## src/rtl/csa_resolver_pkg.sv

```systemverilog
// Shared types and default sizing for the csa_resolver block.
package csa_pkg;

   typedef enum logic [1:0] {
      ACCUM   = 2'd0,
      RESOLVE = 2'd1,
      OUTPUT  = 2'd2
   } state_t;

   localparam int W_DEF     = 4;
   localparam int ACC_W_DEF = 8;
   localparam int CHUNK_DEF = 2;
   localparam int NCHUNK    = ACC_W_DEF / CHUNK_DEF;

endpackage

```

## src/rtl/csa_resolver_if.sv

```systemverilog
// Operand input and result output handshakes of csa_resolver.
// Optional out_cnt is present when CSA_RESOLVER_CNT_EN is defined.
interface csa_resolver_if #(
   parameter int W     = 4,
   parameter int ACC_W = 8
);
   logic             in_valid;
   logic             in_ready;
   logic [W-1:0]     in_data;
   logic             in_last;
   logic             out_valid;
   logic             out_ready;
   logic [ACC_W-1:0] out_sum;
   logic             out_ovf;
`ifdef CSA_RESOLVER_CNT_EN
   logic [ACC_W-1:0] out_cnt;

   modport master (output in_valid, in_data, in_last, out_ready,
                   input  in_ready, out_valid, out_sum, out_ovf, out_cnt);
   modport slave  (input  in_valid, in_data, in_last, out_ready,
                   output in_ready, out_valid, out_sum, out_ovf, out_cnt);
`else
   modport master (output in_valid, in_data, in_last, out_ready,
                   input  in_ready, out_valid, out_sum, out_ovf);
   modport slave  (input  in_valid, in_data, in_last, out_ready,
                   output in_ready, out_valid, out_sum, out_ovf);
`endif
endinterface

```

## src/rtl/csa_resolver_row.sv

```systemverilog
// Combinational 3:2 compressor row; carry is pre-shifted, the bit shifted out is reported.
module csa_row #(
   parameter int ACC_W = 8
) (
   input  logic [ACC_W-1:0] a,
   input  logic [ACC_W-1:0] b,
   input  logic [ACC_W-1:0] x,
   output logic [ACC_W-1:0] sum,
   output logic [ACC_W-1:0] carry,
   output logic             drop
);
   logic [ACC_W-1:0] maj;

   always_comb begin
      maj   = (a & b) | (a & x) | (b & x);
      sum   = a ^ b ^ x;
      carry = {maj[ACC_W-2:0], 1'b0};
      drop  = maj[ACC_W-1];
   end
endmodule

```

## src/rtl/csa_resolver.sv

```systemverilog
// Streaming carry-save accumulator with chunked final resolve.
// Define CSA_RESOLVER_CNT_EN to add the per-packet beat counter on out_cnt.
//
// state   | meaning
// ACCUM   | accepting operands, folding into s/c pair
// RESOLVE | carry-propagating one CHUNK per cycle into out_sum
// OUTPUT  | result presented, waiting for out_ready
module csa_resolver
   import csa_pkg::*;
#(
   parameter int W     = W_DEF,
   parameter int ACC_W = ACC_W_DEF,
   parameter int CHUNK = CHUNK_DEF
) (
   input  logic          clk,
   input  logic          rst_n,
   csa_resolver_if.slave bus
);
   localparam int NCH   = ACC_W / CHUNK;
   localparam int IDX_W = (NCH > 1) ? $clog2(NCH) : 1;
   localparam logic [IDX_W-1:0] LAST_IDX = IDX_W'(NCH - 1);

   state_t           state_q, state_d;
   logic [ACC_W-1:0] s_q, s_d, c_q, c_d;
   logic             ovf_q, ovf_d;
   logic [IDX_W-1:0] idx_q, idx_d;
   logic             cy_q, cy_d;
   logic [ACC_W-1:0] sum_q, sum_d;
   logic             res_ovf_q, res_ovf_d;

   logic [ACC_W-1:0] row_sum, row_carry;
   logic             row_drop;
   logic [CHUNK:0]   part;

   csa_row #(.ACC_W(ACC_W)) u_row (
      .a     (s_q),
      .b     (c_q),
      .x     (ACC_W'(bus.in_data)),
      .sum   (row_sum),
      .carry (row_carry),
      .drop  (row_drop)
   );

`ifdef CSA_RESOLVER_CNT_EN
   logic [ACC_W-1:0] cnt_q, cnt_d;
`endif

   always_comb begin
      state_d   = state_q;
      s_d       = s_q;
      c_d       = c_q;
      ovf_d     = ovf_q;
      idx_d     = idx_q;
      cy_d      = cy_q;
      sum_d     = sum_q;
      res_ovf_d = res_ovf_q;
      part      = '0;
`ifdef CSA_RESOLVER_CNT_EN
      cnt_d     = cnt_q;
`endif
      unique case (state_q)
         ACCUM: begin
            if (bus.in_valid) begin
               s_d   = row_sum;
               c_d   = row_carry;
               ovf_d = ovf_q | row_drop;
`ifdef CSA_RESOLVER_CNT_EN
               if (cnt_q != {ACC_W{1'b1}}) cnt_d = cnt_q + 1'b1;
`endif
               if (bus.in_last) begin
                  state_d = RESOLVE;
                  idx_d   = '0;
                  cy_d    = 1'b0;
               end
            end
         end
         RESOLVE: begin
            for (int i = 0; i < NCH; i++) begin
               if (idx_q == IDX_W'(i)) begin
                  part = {1'b0, s_q[i*CHUNK +: CHUNK]} + {1'b0, c_q[i*CHUNK +: CHUNK]}
                         + {{CHUNK{1'b0}}, cy_q};
                  sum_d[i*CHUNK +: CHUNK] = part[CHUNK-1:0];
               end
            end
            cy_d  = part[CHUNK];
            idx_d = idx_q + 1'b1;
            if (idx_q == LAST_IDX) begin
               res_ovf_d = ovf_q | part[CHUNK];
               state_d   = OUTPUT;
            end
         end
         OUTPUT: begin
            if (bus.out_ready) begin
               s_d     = '0;
               c_d     = '0;
               ovf_d   = 1'b0;
               state_d = ACCUM;
`ifdef CSA_RESOLVER_CNT_EN
               cnt_d   = '0;
`endif
            end
         end
         default: state_d = ACCUM;
      endcase
   end

   always_ff @(posedge clk or negedge rst_n) begin
      if (!rst_n) begin
         state_q   <= ACCUM;
         s_q       <= '0;
         c_q       <= '0;
         ovf_q     <= 1'b0;
         idx_q     <= '0;
         cy_q      <= 1'b0;
         sum_q     <= '0;
         res_ovf_q <= 1'b0;
`ifdef CSA_RESOLVER_CNT_EN
         cnt_q     <= '0;
`endif
      end else begin
         state_q   <= state_d;
         s_q       <= s_d;
         c_q       <= c_d;
         ovf_q     <= ovf_d;
         idx_q     <= idx_d;
         cy_q      <= cy_d;
         sum_q     <= sum_d;
         res_ovf_q <= res_ovf_d;
`ifdef CSA_RESOLVER_CNT_EN
         cnt_q     <= cnt_d;
`endif
      end
   end

   assign bus.in_ready  = (state_q == ACCUM);
   assign bus.out_valid = (state_q == OUTPUT);
   assign bus.out_sum   = sum_q;
   assign bus.out_ovf   = res_ovf_q;
`ifdef CSA_RESOLVER_CNT_EN
   assign bus.out_cnt   = cnt_q;
`endif
endmodule

```

## src/flat_wrapper.sv

```systemverilog
// flat-port wrapper written by rule: the top's interface ports become plain ports
module csa_resolver_flat import csa_pkg::*;
#(
   parameter int W     = W_DEF,
   parameter int ACC_W = ACC_W_DEF,
   parameter int CHUNK = CHUNK_DEF
)
  (clk, rst_n, bus_in_valid, bus_in_data, bus_in_last, bus_out_ready, bus_in_ready, bus_out_valid, bus_out_sum, bus_out_ovf);
  csa_resolver_if #(.W(W), .ACC_W(ACC_W)) bus_i ();
  input  logic clk;
  input  logic rst_n;
  input wire logic [$bits(bus_i.in_valid)-1:0] bus_in_valid;
  input wire logic [$bits(bus_i.in_data)-1:0] bus_in_data;
  input wire logic [$bits(bus_i.in_last)-1:0] bus_in_last;
  input wire logic [$bits(bus_i.out_ready)-1:0] bus_out_ready;
  output wire logic [$bits(bus_i.in_ready)-1:0] bus_in_ready;
  output wire logic [$bits(bus_i.out_valid)-1:0] bus_out_valid;
  output wire logic [$bits(bus_i.out_sum)-1:0] bus_out_sum;
  output wire logic [$bits(bus_i.out_ovf)-1:0] bus_out_ovf;
  assign bus_i.in_valid = bus_in_valid;
  assign bus_i.in_data = bus_in_data;
  assign bus_i.in_last = bus_in_last;
  assign bus_i.out_ready = bus_out_ready;
  assign bus_in_ready = bus_i.in_ready;
  assign bus_out_valid = bus_i.out_valid;
  assign bus_out_sum = bus_i.out_sum;
  assign bus_out_ovf = bus_i.out_ovf;
  csa_resolver #(.W(W), .ACC_W(ACC_W), .CHUNK(CHUNK)) u_core (.clk(clk), .rst_n(rst_n), .bus(bus_i));
endmodule
```

## config.mk

```make
export PLATFORM = sky130hd
export DESIGN_NAME = csa_resolver_flat
export DESIGN_NICKNAME = d
export VERILOG_FILES = /design/src/rtl/csa_resolver_pkg.sv /design/src/rtl/csa_resolver_if.sv /design/src/rtl/csa_resolver_row.sv /design/src/rtl/csa_resolver.sv /design/src/flat_wrapper.sv
export SDC_FILE = /design/constraint.sdc
export NUM_CORES = 1
export LEC_CHECK = 0
export ABC_AREA = 1
export CORE_MARGIN = 1.5
export CORE_UTILIZATION = 54
export DETAILED_ROUTE_END_ITERATION = 6
export HOLD_SLACK_MARGIN = 0.02
export PLACE_DENSITY = 0.76
export SETUP_SLACK_MARGIN = 0.15
export SYNTH_ARGS = -nofsm -noshare
export SYNTH_HDL_FRONTEND = slang
export SYNTH_SLANG_ARGS = --single-unit
```

## constraint.sdc

```tcl
create_clock -name clk -period 2.45 [get_ports clk]
set_clock_uncertainty 0.15 [all_clocks]
set_input_delay 0.245 -clock clk [delete_from_list [all_inputs] [get_ports clk]]
set_output_delay 0.245 -clock clk [all_outputs]
set_load 0.1 [all_outputs]
```

==> results.json <==
{
  "cp-end-kind": "register",
  "relSlewSlack_pct": 74.2,
  "fin_crit_sh_pct": 80.1,
  "fmax_mhz": 510,
  "crit_arrival_ns": 2.05,
  "slowest_stage": "fa_1",
  "synth-xor-area-share_pct": 0,
  "first_pass_iters": 6,
  "post_drt_wl_per_cell_um": 13.0,
  "vias": 1150,
  "cts_buffer_depth": 2,
  "ctsResizeCount": 0,
  "tightest_slew_ns": 0.386,
  "die_area_mm2": 0.00334,
  "insertedDiodeCount": 0,
  "use_met2_pct": 30.4,
  "rows": 19,
  "postCtsHoldBufs": 0,
  "synth_top_family_by_area": "simple AND/OR/NAND/NOR gates",
  "drc": 2,
  "antenna_found_initial": 0,
  "clock-sinks": 30,
  "slew_viol_final": 0,
  "synth_compound_area_share_pct": 5.49,
  "ios": 20,
  "final_area_mm2": 0.00191,
  "syn_area_mm2": 0.00162,
  "muxShareOfSynthArea_pct": 0,
  "root_buffer": "clkbuf_4",
  "grt_start_max_net_pins": 31,
  "gp_congestion": 0.831,
  "crit_buf_inv": 2,
  "yosysWarnings": 0,
  "fin_nets": 223,
  "fin_util_pct": 68.1,
  "synth.largest_area_cell": "dfrtp_1",
  "crit_type": "register to register",
  "fill_cells": 216,
  "critPathTopFamily": "adder cells",
  "ys_seq_elements": 30,
  "use_met3_pct": 6.03,
  "port_buffers": 19,
  "busiest_layer": "met2",
  "grt_overflow": 0,
  "first_global_vias": 1138,
  "drive_gt1_share_pct": 14.4,
  "max_cap_viol_count": 0,
  "required_ns": 2.54,
  "syn_nets": 199,
  "setup_tns_ns": 0,
  "place.detailed.hpwl_um": 2180,
  "synth_fa_ha_area_share_pct": 20.1,
  "synth-main-ff-cell": "dfrtp_1",
  "track_usage_pct": 20.0,
  "status": "finished with violations",
  "viasPerCell": 5.09,
  "finalSetupViolations": 0,
  "place_area_mm2": 0.00180,
  "yosysUniqueCellTypes": 24,
  "area_growth_pct": 17.9,
  "hold_viol": 0,
  "cp-start-kind": "register",
  "fin_hold_ws_ns": 0.155,
  "yosysSeqAreaShare_pct": 46.4,
  "ctsHtreeMaxLevel": 2,
  "path_cells": "inv_1, fa_1, inv_1, fa_1, or2_2, nand3_1, nand2_1",
  "grt_pass1_wl_um": 4960,
  "synth_area_leaders": "dfrtp_1 (46%), nand2_1 (13%), fa_1 (12%), ha_1 (7.7%), inv_1 (4.6%)",
  "layout_min_cycle_time_ns": 1.96,
  "yosys.area_share.simple_pct": 20.6,
  "worstPathMaxFanout": 3,
  "initial_core_util_pct": 57.7,
  "r2r_slack_ns": 0.49,
  "netlist_instances": 170,
  "cts_tree": "yes",
  "drt_wl_total_um": 2940,
  "dieWidth_um": 57.8,
  "synth.top_cell.area_share_pct": 46.4,
  "critPathMaxStageDelay_ns": 0.43,
  "coreArea_mm2": 0.00281,
  "clkTransAtPathRegs_ns": 0.10,
  "die_h_um": 57.8,
  "synthArstFlopShare_pct": 100,
  "drtAntennaViolNets": 0,
  "drt_first_iter_violations": 48,
  "failed_checks": "DRC",
  "rsz0062_at_grt": "no",
  "min_path_type": "input pin to asynchronous set/reset pin",
  "synth-edff-count": 0,
  "grt_use_met1_pct": 27.8,
  "cts_buffers": 5,
  "avgSynthCellArea_um2": 9.52,
  "clk_latency_ns": 0.34,
  "cts_setup_buffers": 0
}
kinds of logic after synthesis:
kind of cell / after synthesis
flip-flops: 30
buffers and inverters: 26
AO/OA/AOI/OAI: 16
AND/OR/NAND/NOR: 78
adder cells (fa/ha/maj): 20
metrics by stage:
stage	instances	setup slack, ns
after floorplan	170	0.421
after global placement	218	0.540
after detailed placement	218	0.493
after CTS	226	0.478
after global routing	226	0.387
final	226	0.488
Yosys cell counts, drive strengths merged, types with 3 or more instances:
cell type,n
ha,10
buf,3
dfrtp,30
nand2,59
inv,22
nor2,3
nand3,15
fa,10
o21ai,11
routing by layer:
layer / vias to the layer above / share of wire [%]
li1: 577 / -
met5: - / 0
met4: 0 / 1.5
met3: 6 / 5.5
met1: 539 / 48
met2: 28 / 45
state kept, by name, summed over array words and instances, names as in the netlist:
register and count:
u_core.bus.out_sum 8, u_core.s_q 8, u_core.c_q 7, u_core.idx_q 2
u_core.state_q 2, u_core.bus.out_ovf 1, u_core.cy_q 1, u_core.ovf_q 1
final cells by class:
type	instances	area (um^2)	area share [%]
clock buffer	6	51.3	2.69
clock inverter	2	60.1	3.15
inverter	23	90.1	4.72
multi-input combinational	114	748	39.2
sequential	30	751	39.3
tap	31	38.8	2.03
timing repair buffer	20	170	8.91
path summary, 6_finish.rpt:
check | startpoint | to | cells after the start
max | u_core.cy_q | u_core.cy_q | 7
min | rst_n | u_core.idx_q[1] | 2
max in group asynchronous | rst_n | u_core.bus.out_ovf | 2
min in group clk | u_core.bus.out_sum[3] | u_core.bus.out_sum[3] | 2
max reg2reg | u_core.cy_q | u_core.cy_q | 7
min reg2reg | u_core.bus.out_sum[3] | u_core.bus.out_sum[3] | 2
worst register-to-register path, cell delays in order (launching register included):
cell	delay [ns]
dfrtp_1	0.41
inv_1	0.18
fa_1	0.20
inv_1	0.05
fa_1	0.43
or2_2	0.31
nand3_1	0.09
nand2_1	0.05
placed cells by master (no fill, tap or decap), types with 2 or more instances in the layout:
| master | synthesis | final |
|---|---|---|
| nand3_1 | 15 | 15 |
| inv_1 | 20 | 20 |
| ha_1 | 10 | 10 |
| dfrtp_1 | 30 | 30 |
| o21ai_1 | 2 | 2 |
| clkbuf_4 | 0 | 5 |
| clkdlybuf4s50_1 | 0 | 8 |
| buf_4 | 1 | 12 |
| fa_1 | 10 | 10 |
| o21ai_0 | 9 | 9 |
| bufinv_16 | 0 | 2 |
| nand2_1 | 57 | 57 |
Power is left out: the tool's default activity adds up to more than one toggle a clock period on the data nets, which glitch-free logic cannot reach.
==> RTL change 1, RTL diff (config.mk and constraints unchanged) <==
Encoding of `state_t`: now one-hot (3 bits for 3 states).
--- a/src/rtl/csa_resolver_pkg.sv
+++ b/src/rtl/csa_resolver_pkg.sv
@@ -3,6 +3,6 @@
 
-   typedef enum logic [1:0] {
-      ACCUM   = 2'd0,
-      RESOLVE = 2'd1,
-      OUTPUT  = 2'd2
+   typedef enum logic [2:0] {
+      ACCUM   = 3'b001,
+      RESOLVE = 3'b010,
+      OUTPUT  = 3'b100
    } state_t;
Function: no difference found for any inputs over 10 cycles, from zero or initial values and one cycle with rst_n low; not proved beyond that.
==> RTL change 1 against the unedited design <==
- sequential share of layout area hardly changed
- sequential cell count up 1
- via count grew 11%
- hold slack lost 0.0035 ns
- largest cell class is now multi-input combinational cells
- worst setup slack got worse by 0.0061 ns
- maximum frequency decreased by 0.31%
- critical path depth is the same
- design area rose by 3.5%
- wire length grew 3.7%
- synthesized area up 8.0%
==> RTL change 1: results (changes against the unedited design) <==
Place WS -> 0.477 ns (was 0.493 ns)
slowest stage delay, CP -> 0.43 ns (about the same)
H-Tree Depth -> 2 (unchanged)
DRT Pass-1 Iters -> 4 (was 6)
Distinct cells, synth -> 21 (was 24)
synth top area cells -> dfrtp_1 43%, nand2_1 14%, fa_1 11% (was dfrtp_1 46%, nand2_1 13%, fa_1 12%)
slowest stage cell, crit path -> fa_1 (unchanged)
Placed Instances -> 249 (was 218)
CTS root buf -> clkbuf_4 (unchanged)
Syn Area/Cell -> 9.25 um^2 (was 9.52 um^2)
final WL -> 3.05 mm (was 2.94 mm)
drt wl/cell -> 11.9 um (was 13.0 um)
CTS max path bufs -> 2 (unchanged)
asr flop ratio synth -> 100% (unchanged)
Ant. Diodes -> 0 (unchanged)
via count -> 1276 (was 1150)
Leak Pwr -> 1.08 nW
most frequent cells after synthesis -> 67 x nand2_1, 30 x dfrtp_1, 24 x nand3_1 (was 57 x nand2_1, 30 x dfrtp_1, 20 x inv_1)
layout cells sized above 1 -> 13.6% (was 14.4%)
Final HPWL DP -> 2.30 mm (was 2.18 mm)
WP data arrival -> 2.04 ns
first-pass GRT wire length -> 5.24 mm (was 4.96 mm)
outcome -> completed (was complete, but fails checks)
sequential fraction of the synthesis area -> 44.4% (was 46.4%)
number of I/O port buffers -> 19 (unchanged)
Placer Congestion -> 0.851 (was 0.831)
Hold Path Class -> in2async (unchanged)
Global Route Usage Sum -> 20.0% (about the same)
vias in the first global route -> 1246 (was 1138)
Nets -> 241 (was 223)
Cell Area, Placed -> 0.00193 mm^2 (was 0.00180 mm^2)
Clk Latency, worst-skew pair -> 0.33 ns
largest net degree at the start of global routing -> 32 (was 31)
fillers -> 269 (was 216)
CTS buffer count -> 5 (unchanged)
# resized after CTS -> 0 (unchanged)
post-synthesis net count -> 218 (was 199)
initial antenna violation count -> 0 (unchanged)
initial DRC count -> 73 (was 48)
yosys warns -> 0 (unchanged)
Slew headroom -> 74.3% (was 74.2%)
Clock transition at path regs -> 0.08 ns (was 0.10 ns)
CP Max Fanout -> 3 (unchanged)
VDD IR max -> 0.458 mV
postcts setup bufs -> 0 (unchanged)
## RTL change 1: report_power, final
| group | internal, mW | switching [mW] |
|---|---|---|
| registers | 0.690 | 0.169 |
| clock network | 0.114 | 0.162 |
| logic | 0.361 | 0.904 |
## RTL change 1: per-stage QoR
step           hold WS, ns  util, %
6_report             0.151     64.8
5_1_grt              0.177     64.8
4_1_cts              0.158     64.8
3_5_place_dp         0.311     63.2
3_3_place_gp         0.309     63.2
2_1_floorplan       -0.201        -
## RTL change 1: path summary, 6_finish.rpt
kind / startpoint / to / slack [ns] / cells after the start
worst max register to register: u_core.cy_q / u_core.cy_q / 0.48 / 7
min in group clk: u_core.bus.out_sum[5] / u_core.bus.out_sum[5] / 0.33 / 2
worst min-delay path: rst_n / u_core.bus.out_sum[7] / 0.15 / 2
worst max-delay path: u_core.cy_q / u_core.cy_q / 0.48 / 7
max in group asynchronous: rst_n / u_core.state_q[0] / 1.68 / 2
worst min register to register: u_core.bus.out_sum[5] / u_core.bus.out_sum[5] / 0.33 / 2
## RTL change 1: logic make-up (layout without fill, tap and decap cells)
group	count (synthesis)	after routing	synth area share (%)
AND/OR/NAND/NOR	106	106	27.4
flip-flops	31	31	44.4
buffers and inverters	25	49	7.44
adder cells (fa/ha/maj)	20	20	18.6
AO/OA/AOI/OAI	7	7	2.15
## RTL change 1: layer usage
metal | vias up | part of all wire [%] | GRT usage [%]
li1 | 640 | - | -
met1 | 601 | 46 | 25.2
met2 | 28 | 48 | 32.6
met3 | 7 | 3.9 | 3.90
met4 | 0 | 2.0 | 10.5
met5 | - | 0 | 0
## RTL change 1: cell type report
| type | instances | area [um^2] | share of cell area, % |
|---|---|---|---|
| multi-input combinational | 133 | 842 | 42.6 |
| tap | 44 | 55.1 | 2.78 |
| inverter | 21 | 83.8 | 4.24 |
| sequential | 31 | 777 | 39.3 |
| clock buffer | 8 | 48.8 | 2.47 |
| timing repair buffer | 20 | 170 | 8.61 |
## RTL change 1: worst max-delay path: cells and delay by family (launching register included)
kind,cells,cell delay [ns]
adders and majority gates,2,0.63
and+or+nand+nor,3,0.44
DFF,1,0.41
buffers and inverters,2,0.23
==> RTL change 2, RTL diff (same flow settings) <==
Without the edit above. The package constant `W_DEF` goes from 4 to 5.
--- a/src/rtl/csa_resolver_pkg.sv
+++ b/src/rtl/csa_resolver_pkg.sv
@@ -9,3 +9,3 @@
 
-   localparam int W_DEF     = 4;
+   localparam int W_DEF     = 5;
    localparam int ACC_W_DEF = 8;
Interface: changed (resized bus_in_data); port bits go from 20 to 21. The function was not compared with the original's and may differ.
==> RTL change 2 against the unedited design <==
- design area fell by 1.5%
- global-route usage rose by 1.3 points
- critical path depth did not move
- worst setup slack got worse by 0.015 ns
- wire length rose by 2.1%
- synthesized area rose by 1.0%
- sequential share of layout area rose by 0.60 points
- sequential cell count did not move
- largest cell class is now multi-input combinational cells
Power is not shown: default switching activity piles up to over one toggle a cycle in this logic, so the estimate is an artifact.
==> RTL change 2: results (changes against the unedited design) <==
slowest stage delay, CP -> 0.44 ns
sequential fraction of the synthesis area -> 45.9% (was 46.4%)
outcome -> completed (was complete, but fails checks)
initial DRC count -> 41 (was 48)
Nets -> 225 (was 223)
post-synthesis net count -> 200 (was 199)
CTS max path bufs -> 2 (unchanged)
most frequent cells after synthesis -> 59 x nand2_1, 30 x dfrtp_1, 18 x inv_1 (was 57 x nand2_1, 30 x dfrtp_1, 20 x inv_1)
Clock transition at path regs -> 0.10 ns (about the same)
Distinct cells, synth -> 22 (was 24)
layout cells sized above 1 -> 15.3% (was 14.4%)
prevailing post-synth register cell -> dfrtp_1 (unchanged)
vias in the first global route -> 1190 (was 1138)
Global Route Usage Sum -> 21.4% (was 20.0%)
Final HPWL DP -> 2.27 mm (was 2.18 mm)
Placed Instances -> 219 (was 218)
synth top area cells -> dfrtp_1 46%, nand2_1 14%, fa_1 13% (was dfrtp_1 46%, nand2_1 13%, fa_1 12%)
number of I/O port buffers -> 20 (was 19)
multi-input logic area -> 771 um^2 (was 748 um^2)
final WL -> 3.00 mm (was 2.94 mm)
Placer Congestion -> 0.805 (was 0.831)
Syn Area/Cell -> 9.62 um^2 (was 9.52 um^2)
Slew headroom -> 74.6% (was 74.2%)
post-DR vias/cell -> 5.25 (was 5.09)
first-pass GRT wire length -> 5.22 mm (was 4.96 mm)
drt wl/cell -> 13.2 um (was 13.0 um)
fillers -> 229 (was 216)
RTL change 2: metrics by stage:
step | instance area (um^2) | utilization (%) | hold slack (ns) | worst slack [ns]
after global routing | 1880 | 67.0 | 0.170 | 0.373
final | 1880 | 67.0 | 0.131 | 0.473
after global placement | 1820 | 64.9 | 0.308 | 0.530
after detailed placement | 1820 | 64.9 | 0.314 | 0.471
after floorplan | 1640 | - | -0.201 | 0.420
after CTS | 1880 | 67.0 | 0.134 | 0.453
RTL change 2: final timing paths:
kind / slack, ns / start / endpoint / cells past startpoint
max: 0.47 / u_core.cy_q / u_core.cy_q / 7
min: 0.13 / rst_n / u_core.s_q[4] / 2
max reg2reg: 0.47 / u_core.cy_q / u_core.cy_q / 7
min reg2reg: 0.33 / u_core.bus.out_sum[1] / u_core.bus.out_sum[1] / 2
max in group asynchronous: 1.73 / rst_n / u_core.c_q[5] / 2
min in group clk: 0.33 / u_core.bus.out_sum[1] / u_core.bus.out_sum[1] / 2
RTL change 2: area by class of cell:
class	instances	area share [%]
clock inverter	1	0.266
multi-input combinational	116	41.0
clock buffer	7	2.93
timing repair buffer	21	9.58
sequential	30	39.9
tap	31	2.06
inverter	21	4.26
RTL change 2: worst reg2reg max path: cells and delay by family (launching register included):
| family | cells | cell delay, ns |
|---|---|---|
| fa+ha+maj | 2 | 0.64 |
| simple gates | 3 | 0.45 |
| flops | 1 | 0.41 |
| buf+inv | 2 | 0.24 |
RTL change 2: logic make-up after synthesis:
family	count (synthesis)	synth area share, %
adder cells (fa/ha/maj)	20	20.4
buffers and inverters	24	6.96
flip-flops	30	45.9
AND/OR/NAND/NOR	81	21.3
AO/OA/AOI/OAI	15	5.51
RTL change 2: routing by layer:
metal / track usage [%] / vias up / part of all wire [%]
met5: 0 / - / 0
met4: 9.30 / 0 / 1.6
met3: 7.59 / 7 / 5.1
met2: 33.8 / 31 / 48
met1: 26.6 / 577 / 45
li1: - / 577 / -
